**config.mk**
```make
export PLATFORM = sky130hd
export DESIGN_NAME = char_uart_tx
export DESIGN_NICKNAME = d
export VERILOG_FILES = /design/src/rtl/char_uart_tx_pkg.sv /design/src/rtl/char_fifo.sv /design/src/rtl/char_uart_tx.sv
export SDC_FILE = /design/constraint.sdc
export NUM_CORES = 1
export LEC_CHECK = 0
export BUFFER_PORTS_ARGS = -buffer_cell sky130_fd_sc_hd__buf_2
export CAP_MARGIN = 20
export CORE_MARGIN = 3
export CORE_UTILIZATION = 28
export CTS_CLUSTER_SIZE = 12
export DETAILED_ROUTE_END_ITERATION = 12
export PLACE_DENSITY = 0.46
export SLEW_MARGIN = 20
export SYNTH_ARGS = -nofsm -noshare
export SYNTH_HDL_FRONTEND = slang
export SYNTH_SLANG_ARGS = --single-unit
export TNS_END_PERCENT = 5
```
**constraint.sdc**
```tcl
create_clock -name clk -period 3.4 [get_ports clk]
set_input_delay 0.17 -clock clk [delete_from_list [all_inputs] [get_ports clk]]
set_output_delay 0.17 -clock clk [all_outputs]
set_load 0.01 [all_outputs]
```
**src/rtl/char_uart_tx_pkg.sv**
```systemverilog
// Shared types and frame constants for the character UART transmitter.
// State codes are 4 bits wide so they can be mirrored directly onto a debug bus.
package char_uart_tx_pkg;

  typedef enum logic [3:0] {
    ST_IDLE  = 4'd0,
    ST_START = 4'd1,
    ST_DATA  = 4'd2,
    ST_STOP  = 4'd3
  } tx_state_e;

  localparam int DATA_BITS = 8;
  localparam int STOP_BITS = 1;
  localparam int BIT_IDX_W = $clog2(DATA_BITS);

endpackage

```
**src/rtl/char_fifo.sv**
```systemverilog
// Synchronous character FIFO. A push when full and a pop when empty are ignored;
// full/empty come from the pre-edge count, so a full FIFO never accepts on a pop edge.
module char_fifo #(
  parameter int DEPTH = 4,
  parameter int W     = 8,
  parameter int CNT_W = $clog2(DEPTH + 1)
) (
  input  logic             clk,
  input  logic             rst,
  input  logic             push,
  input  logic [W-1:0]     wr_data,
  input  logic             pop,
  output logic [W-1:0]     rd_data,
  output logic             full,
  output logic             empty,
  output logic [CNT_W-1:0] count
);

  localparam int PTR_W = (DEPTH > 1) ? $clog2(DEPTH) : 1;

  logic [W-1:0]     mem [DEPTH];
  logic [PTR_W-1:0] wr_ptr;
  logic [PTR_W-1:0] rd_ptr;
  logic [CNT_W-1:0] cnt;
  logic             do_push;
  logic             do_pop;

  assign full    = (cnt == CNT_W'(DEPTH));
  assign empty   = (cnt == '0);
  assign do_push = push && !full;
  assign do_pop  = pop && !empty;
  assign rd_data = mem[rd_ptr];
  assign count   = cnt;

  // Storage is not reset; only the pointers and count define validity.
  always_ff @(posedge clk) begin
    if (!rst && do_push) begin
      mem[wr_ptr] <= wr_data;
    end
  end

  always_ff @(posedge clk) begin
    if (rst) begin
      wr_ptr <= '0;
      rd_ptr <= '0;
      cnt    <= '0;
    end else begin
      if (do_push) wr_ptr <= wr_ptr + 1'b1;
      if (do_pop)  rd_ptr <= rd_ptr + 1'b1;
      if (do_push && !do_pop)      cnt <= cnt + 1'b1;
      else if (do_pop && !do_push) cnt <= cnt - 1'b1;
    end
  end

endmodule

```
**src/rtl/char_uart_tx.sv**
```systemverilog
// Buffered 8N1 UART transmitter: characters arrive over valid/ready into a FIFO
// and are shifted out LSB first on a registered tx line, back-to-back when queued.
module char_uart_tx
  import char_uart_tx_pkg::*;
#(
  parameter int CLKS_PER_BIT = 16,
  parameter int FIFO_DEPTH   = 4,
  parameter int CNT_W        = $clog2(FIFO_DEPTH + 1)
) (
  input  logic             clk,
  input  logic             rst,
  input  logic             en,
  input  logic             in_valid,
  input  logic [7:0]       in_char,
  output logic             in_ready,
  output logic             tx,
  output logic             busy,
  output logic [CNT_W-1:0] fifo_count,
  output logic [3:0]       tx_state
);

  localparam int BAUD_W = (CLKS_PER_BIT > 1) ? $clog2(CLKS_PER_BIT) : 1;
  localparam logic [BAUD_W-1:0]    BAUD_LAST = BAUD_W'(CLKS_PER_BIT - 1);
  localparam logic [BIT_IDX_W-1:0] DATA_LAST = BIT_IDX_W'(DATA_BITS - 1);
  localparam logic [BIT_IDX_W-1:0] STOP_LAST = BIT_IDX_W'(STOP_BITS - 1);

  tx_state_e            state, state_n;
  logic [BAUD_W-1:0]    baud_cnt, baud_n;
  logic [BIT_IDX_W-1:0] bit_idx, bit_n;
  logic [7:0]           shift_reg, shift_n;
  logic                 tx_reg, tx_n;

  logic       fifo_push;
  logic       fifo_pop;
  logic       fifo_full;
  logic       fifo_empty;
  logic [7:0] fifo_head;
  logic       pop_ok;
  logic       bit_done;

  // Handshake: a character transfers on any rising edge where in_valid && in_ready;
  // in_ready depends only on FIFO fullness, never on in_valid.
  assign in_ready  = !fifo_full;
  assign fifo_push = in_valid && in_ready;

  char_fifo #(
    .DEPTH (FIFO_DEPTH),
    .W     (8),
    .CNT_W (CNT_W)
  ) u_fifo (
    .clk     (clk),
    .rst     (rst),
    .push    (fifo_push),
    .wr_data (in_char),
    .pop     (fifo_pop),
    .rd_data (fifo_head),
    .full    (fifo_full),
    .empty   (fifo_empty),
    .count   (fifo_count)
  );

  assign pop_ok   = en && !fifo_empty;
  assign bit_done = (baud_cnt == BAUD_LAST);

  always_ff @(posedge clk) begin
    if (rst) begin
      state     <= ST_IDLE;
      baud_cnt  <= '0;
      bit_idx   <= '0;
      shift_reg <= '0;
      tx_reg    <= 1'b1;
    end else begin
      state     <= state_n;
      baud_cnt  <= baud_n;
      bit_idx   <= bit_n;
      shift_reg <= shift_n;
      tx_reg    <= tx_n;
    end
  end

  always_comb begin
    state_n  = state;
    baud_n   = baud_cnt + 1'b1;
    bit_n    = bit_idx;
    shift_n  = shift_reg;
    tx_n     = tx_reg;
    fifo_pop = 1'b0;
    case (state)
      ST_IDLE: begin
        baud_n = '0;
        tx_n   = 1'b1;
        if (pop_ok) begin
          fifo_pop = 1'b1;
          shift_n  = fifo_head;
          state_n  = ST_START;
          tx_n     = 1'b0;
        end
      end
      ST_START: begin
        if (bit_done) begin
          state_n = ST_DATA;
          baud_n  = '0;
          bit_n   = '0;
          tx_n    = shift_reg[0];
        end
      end
      ST_DATA: begin
        if (bit_done) begin
          baud_n = '0;
          if (bit_idx == DATA_LAST) begin
            state_n = ST_STOP;
            bit_n   = '0;
            tx_n    = 1'b1;
          end else begin
            bit_n   = bit_idx + 1'b1;
            shift_n = shift_reg >> 1;
            tx_n    = shift_reg[1];
          end
        end
      end
      ST_STOP: begin
        if (bit_done) begin
          baud_n = '0;
          if (bit_idx != STOP_LAST) begin
            bit_n = bit_idx + 1'b1;
          end else if (pop_ok) begin
            // Next frame starts straight from the stop bit, no idle gap.
            fifo_pop = 1'b1;
            shift_n  = fifo_head;
            state_n  = ST_START;
            bit_n    = '0;
            tx_n     = 1'b0;
          end else begin
            state_n = ST_IDLE;
            bit_n   = '0;
          end
        end
      end
      default: begin
        state_n = ST_IDLE;
        baud_n  = '0;
        bit_n   = '0;
        tx_n    = 1'b1;
      end
    endcase
  end

  assign tx       = tx_reg;
  assign tx_state = state;
  assign busy     = (state != ST_IDLE) || (fifo_count != '0);

endmodule

```
==> results of run 1 <==
==> cell type report <==
cell class	instances	area (um2)
Clock buffer	9	123.9
Timing Repair Buffer	20	102.6
Clock inverter	7	52.55
Sequential cell	59	1501
Inverter	12	45.04
Fill cell	941	6213
Tap cell	129	161.4
Multi-Input combinational cell	135	1127
==> cell usage in the layout (no fill, tap or decap), drive strengths merged <==
cell       n
a211oi     3
a21o       2
a21oi     10
a221oi     1
a311oi     1
a31o       1
a31oi      1
and2       5
and3       1
and4b      1
buf       20
clkbuf     9
clkinv     4
clkinvlp   1
conb       2
dfxtp     27
edfxtp    32
fa         1
ha        14
inv       14
mux2       9
mux2i      8
mux4       8
nand2      8
nand2b     1
nand3      4
nor2      18
nor2b     10
nor3       5
nor4       1
o2111a     1
o21ai      5
o31a       2
o31ai      1
or3        4
or3b       2
xnor2      2
xor2       3
==> metal layers <==
layer / wire length (um) / up-vias / global-route usage (%)
li1: - / 817 / -
met1: 2267 / 790 / 12.00
met2: 2355 / 24 / 15.91
met3: 159 / 8 / 3.397
met4: 103 / 0 / 4.780
met5: 0 / - / 0
==> stage by stage <==
| step | std cells | area [um2] |
|---|---|---|
| floorplan | 216 | 2729 |
| global placement | 355 | 2938 |
| detailed placement | 355 | 2938 |
| CTS | 371 | 3114 |
| global route | 371 | 3114 |
| finish | 371 | 3114 |
==> power breakdown <==
part	switching [W]	internal [W]	leakage [nW]	total, W
clock network	0.000305	0.000269	0.0900	0.000573
registers	0.0000872	0.000857	0.511	0.000945
logic	0.000352	0.000330	0.541	0.000683
total	0.000744	0.00146	1.14	0.00220
==> final timing paths <==
check                                         startpoint                            to  slack, ns  cells past startpoint
worst max-delay path            tx_state[0]$_SDFFE_PP0P_  u_fifo.count[2]$_SDFFE_PP0P_       0.76                     10
worst min-delay path                          in_char[5]    u_fifo.mem[2][5]$_DFFE_PP_       0.04                      1
worst max register to register  tx_state[0]$_SDFFE_PP0P_  u_fifo.count[2]$_SDFFE_PP0P_       0.76                     10
worst min register to register    baud_cnt[0]$_SDFF_PP0_        baud_cnt[0]$_SDFF_PP0_       0.45                      1
==> cells by family (layout without fill, tap and decap cells) <==
group                    Yosys count  count (layout)  share of synthesized area [%]
adder cells (fa/ha/maj)           15              15                          7.163
buffers and inverters             22              48                          3.673
XOR/XNOR                           5               5                          1.607
other                              1               2                         0.1376
flip-flops                        59              59                          55.10
AO/OA/AOI/OAI                     28              28                          7.163
multiplexers                      25              25                          13.27
AND/OR/NAND/NOR                   60              60                          11.89
==> out/metrics.csv, run 1 <==
stage;metric;value;unit
routing;ant_nets;0;
cts;worstSkewPairLatency;0.34;ns
floorplanning;die_w;104.7;um
power_and_ir_drop;powerDensity;706.7;nW/um2
power_and_ir_drop;power;0.002201;W
synth;synth_cell_types;45;
floorplanning;start_util;29.22;%
cts;cts_buffers;9;
cts;cts_resized;0;
synth;avgSynthCellArea;12.67;um2
sta;rsz0062_at_grt;false;
floorplanning;pin_count;22;
setup_path;cp_cell_sequence;ha_1 -> inv_1 -> o31a_1 -> or3_1 -> ha_1 -> inv_1 -> fa_1 -> xor2_1 -> or3_1 -> a21oi_1;
cts;post_cts_buffers;0;
routing;drc;0;
setup_path;crit_type;reg2reg;
placement;port_buffers;19;
sta;post-route-period-util;77.68;%
routing;drt-vias-per-instance;4.418;
sta;timing.setup.tns;0;ns
sta;setup_viol;0;
synth;netlist_top_cells_area;edfxtp_1 35%, dfxtp_1 20%, mux4_2 6.6%;
setup_path;critPathSlowestCell;dfxtp_1;
grt;grt_pass1_wl;8.397;mm
power_and_ir_drop;leakage;1.142;nW
routing;dr_total_vias;1639;
grt;grtUsageTotal;9.944;%
cts;hold_buffers;0;
routing;wl_per_cell;13.17;um
sta;slew_viol_final;0;
setup_path;cp-start-kind;flip-flop;
sta;hold_viol;0;
floorplanning;die-area;10950;um2
routing;first_pass_iters;4;
synth;synth_edf_count;32;
synth;synth_top_area_share;35.26;%
grt;grt_overflow;0;
cells_and_area;fin_nets;264;
setup_path;crit_family;adder cells;
cells_and_area;insertedDiodeCount;0;
placement;globalplace.congestion;0.7133;
sta;tightest_slew;0.7182;ns
routing;drtIter0Drc;53;
floorplanning;dieHeight;104.7;um
grt;grt_max_degree;35;
grt;antenna_found_initial;0;
grt;grt_pass1_vias;1643;
sta;period_needed;2.641;ns
power_and_ir_drop;ir_worst_vdd;0.1968;mV
cells_and_area;utilization;33.39;%
synth;synth_commonest_cells;32 x edfxtp_1, 27 x dfxtp_1, 18 x nor2_1;
sta;fin_skew;0.01101;ns
synth;async_flop_share;0;%
floorplanning;fp.coreArea;9328;um2
synth;synth.largest_area_cell;edfxtp_1;
synth;ys_seq_area_share;55.10;%
outcome;status;completed;
setup_path;crit_fanout;10;
cells_and_area;largest_reg_flops;32;
cts;htreeDepth;3;
sta;timing.fmax;378.6;MHz
setup_path;required;3.66;ns
setup_path;critical_path_buf_inv_count;2;
setup_path;cp_slowest_stage_delay;0.40;ns
cts;path_clk_slew;0.08;ns
hold_path;min_path_type;in2reg;
cells_and_area;drive_gt1_share;24.38;%
sta;relSlewSlack;52.12;%
run;max-cap-violations;0;
synth;yosysMostFrequentCell;edfxtp_1;
cts;cts_buffer_depth;2;
synth;ys.flop_type;edfxtp_1;
sta;whs;0.04293;ns
cts;cts_tree;done;
cts;clock_sinks;59;
synth;syn_inst;215;
sta;setup_ws;0.7590;ns
cells_and_area;area_growth;14.28;%
placement;place_hpwl;3.262;mm
synth;syn-cell-area;2725;um2
cts;cts-root-buf;clkbuf_8;
setup_path;crit_arrival;2.90;ns
synth;yosys_warnings;0;
setup_path;endpoint_kind;flip-flop;
placement;dp_worst_setup_slack;0.7727;ns
floorplanning;rows;35;
routing;routed_wl;4.885;mm
synth;ys_ff_latch;59;
Note: power is estimated with default switching activity, not from simulation.
==> run 2, diff against run 1 <==
PLACE_DENSITY = 0.48   (was 0.46)
clock period = 2.4 ns   (was 3.4 ns; I/O delays follow)
==> out/metrics.csv, run 2 (synthesis gave the netlist of run 1 again) <==
stage;metric;value;unit;change
cells_and_area;seqCellArea;1510;um2;+0.58%
placement;globalplace.congestion;0.7409;;+3.9%
setup_path;required;2.66;ns;-1.00 ns
floorplanning;fp.coreArea;9328;um2;unchanged
setup_path;crit_arrival;2.54;ns;-0.36 ns
sta;setup_ws;0.1240;ns;-0.6350 ns
outcome;status;completed;;
cells_and_area;final_cell_mix;32 x edfxtp_1, 22 x dfxtp_1, 19 x buf_2;;
routing;routed_wl;5.047;mm;+3.3%
grt;grt_pass1_wl;8.625;mm;+2.7%
setup_path;crit_fanout;4;;-6
cts;clock_sinks;59;;unchanged
cells_and_area;insertedDiodeCount;0;;unchanged
cts;worstSkewPairLatency;0.34;ns;about the same
cts;cts-root-buf;clkbuf_8;;
sta;fin_skew;0.01469;ns;+0.003685 ns
routing;wl_per_cell;12.97;um;-1.5%
placement;placed_cells;365;;+2.8%
setup_path;crit_type;reg2reg;;
placement;dp_worst_setup_slack;0.03834;ns;-0.7344 ns
cts;cts_tree;done;;
cells_and_area;final_cells;389;;+4.9%
sta;period_needed;2.276;ns;-0.3650 ns
setup_path;endpoint_kind;flip-flop;;
setup_path;cp-start-kind;flip-flop;;
cts;path_clk_slew;0.08;ns;about the same
floorplanning;start_util;29.22;%;unchanged
grt;grt_overflow;0;;unchanged
cts;cts_buffers;9;;unchanged
power_and_ir_drop;powerDensity;1005;nW/um2;+42%
sta;hold_viol;0;;unchanged
sta;timing.setup.tns;0;ns;unchanged
sta;post-route-period-util;94.84;%;+17 points
routing;first_pass_iters;4;;unchanged
cts;cts_buffer_depth;2;;unchanged
routing;drtIter0Drc;53;;unchanged
floorplanning;rows;35;;unchanged
placement;place_hpwl;3.547;mm;+8.7%
sta;slew_viol_final;0;;unchanged
routing;dr_total_vias;1692;;+3.2%
floorplanning;die-area;10950;um2;unchanged
sta;rsz0062_at_grt;false;;
cells_and_area;drive_gt1_share;30.00;%;+5.6 points
hold_path;min_path_type;in2reg;;
cts;htreeDepth;3;;unchanged
floorplanning;pin_count;22;;unchanged
grt;grt_pass1_vias;1758;;+7.0%
sta;setup_viol;0;;unchanged
run;max-cap-violations;0;;unchanged
floorplanning;dieHeight;104.7;um;unchanged
power_and_ir_drop;leakage;1.233;nW;+7.9%
power_and_ir_drop;ir_worst_vdd;0.2887;mV;+47%
grt;grt_max_degree;24;;-31%
cells_and_area;area_growth;21.90;%;
floorplanning;die_w;104.7;um;unchanged
cells_and_area;n_fill_cell;908;;-3.5%
routing;drc;0;;unchanged
cells_and_area;multi_input_area;1150;um2;+2.0%
sta;timing.fmax;439.4;MHz;+16%
placement;port_buffers;19;;unchanged
grt;grtUsageTotal;10.11;%;+0.17 points
cells_and_area;utilization;35.61;%;+2.2 points
cells_and_area;fin_nets;282;;+6.8%
grt;antenna_found_initial;0;;unchanged
routing;drt-vias-per-instance;4.350;;-1.5%
sta;whs;0.02952;ns;-0.01341 ns
cells_and_area;largest_reg_flops;32;;unchanged
routing;ant_nets;0;;unchanged
cells_and_area;layout_commonest_cell;edfxtp_1;;
## run 2: cell count changes in the layout (fill, tap and decap cells not counted), moves of 2 or more
cell,change
dfxtp_1,-5
buf_4,+11
clkinv_2,-2
ha_1,-3
dfxtp_2,+4
ha_2,+2
dlygate4sd3_1,+7
## run 2: worst paths after layout
path	start	end	slack (ns)	cells after the start
hold / removal	in_char[1]	u_fifo.mem[3][1]$_DFFE_PP_	0.03	1
setup reg to reg	tx_state[1]$_SDFFE_PP0P_	u_fifo.count[2]$_SDFFE_PP0P_	0.12	10
hold reg to reg	baud_cnt[0]$_SDFF_PP0_	baud_cnt[0]$_SDFF_PP0_	0.45	1
setup / recovery	tx_state[1]$_SDFFE_PP0P_	u_fifo.count[2]$_SDFFE_PP0P_	0.12	10
## run 2: where the power goes
group          internal [W]  leakage [nW]  switching, W  total [W]
clock network      0.000486        0.0979      0.000430   0.000917
logic              0.000551         0.622      0.000532    0.00108
registers           0.00122         0.513      0.000117    0.00134
total               0.00226          1.23       0.00108    0.00334
## run 2: per-stage QoR
| step | power, W | instance area, um2 |
|---|---|---|
| after floorplan | 0.002107 | 2731 |
| after global placement | 0.002412 | 3015 |
| after detailed placement | 0.002420 | 3015 |
| after CTS | 0.003364 | 3288 |
| after global routing | 0.003574 | 3322 |
| final | 0.003339 | 3322 |
## run 2: worst max-delay path: stages, from the launching register on
cell and delay (ns):
dfxtp_2 0.37, ha_2 0.19, inv_1 0.05, o31a_1 0.30, or3_4 0.37, ha_2 0.20, inv_1 0.06, fa_1 0.17
xor2_1 0.07, or3_1 0.30, a21oi_1 0.12
## run 2: routing by layer
layer	up-vias	wire [um]	GRT usage [%]	share of wire, %
li1	853	-	-	-
met2	22	2468	16.01	49
met1	809	2337	12.38	46
met5	-	0	0	0
met4	0	87	5.342	1.7
met3	8	153	3.088	3.0
## run 2: timing repair
action                                  4_1_cts  5_1_grt
setup buffers                                 0        1
pin swaps                                     0        1
gates resized for setup                       1        8
endpoints found under the hold margin        28        0
hold buffers                                  7        0
endpoints found under the setup margin        1        2
## run 2: cell type report
cell class / instances / share of cell area [%]
repair buffers: 38 / 7.684
multi-input cells: 135 / 34.61
clock inverters: 7 / 2.298
well taps: 129 / 4.859
clock buffers: 9 / 3.729
inverters: 12 / 1.356
flip-flops and latches: 59 / 45.46
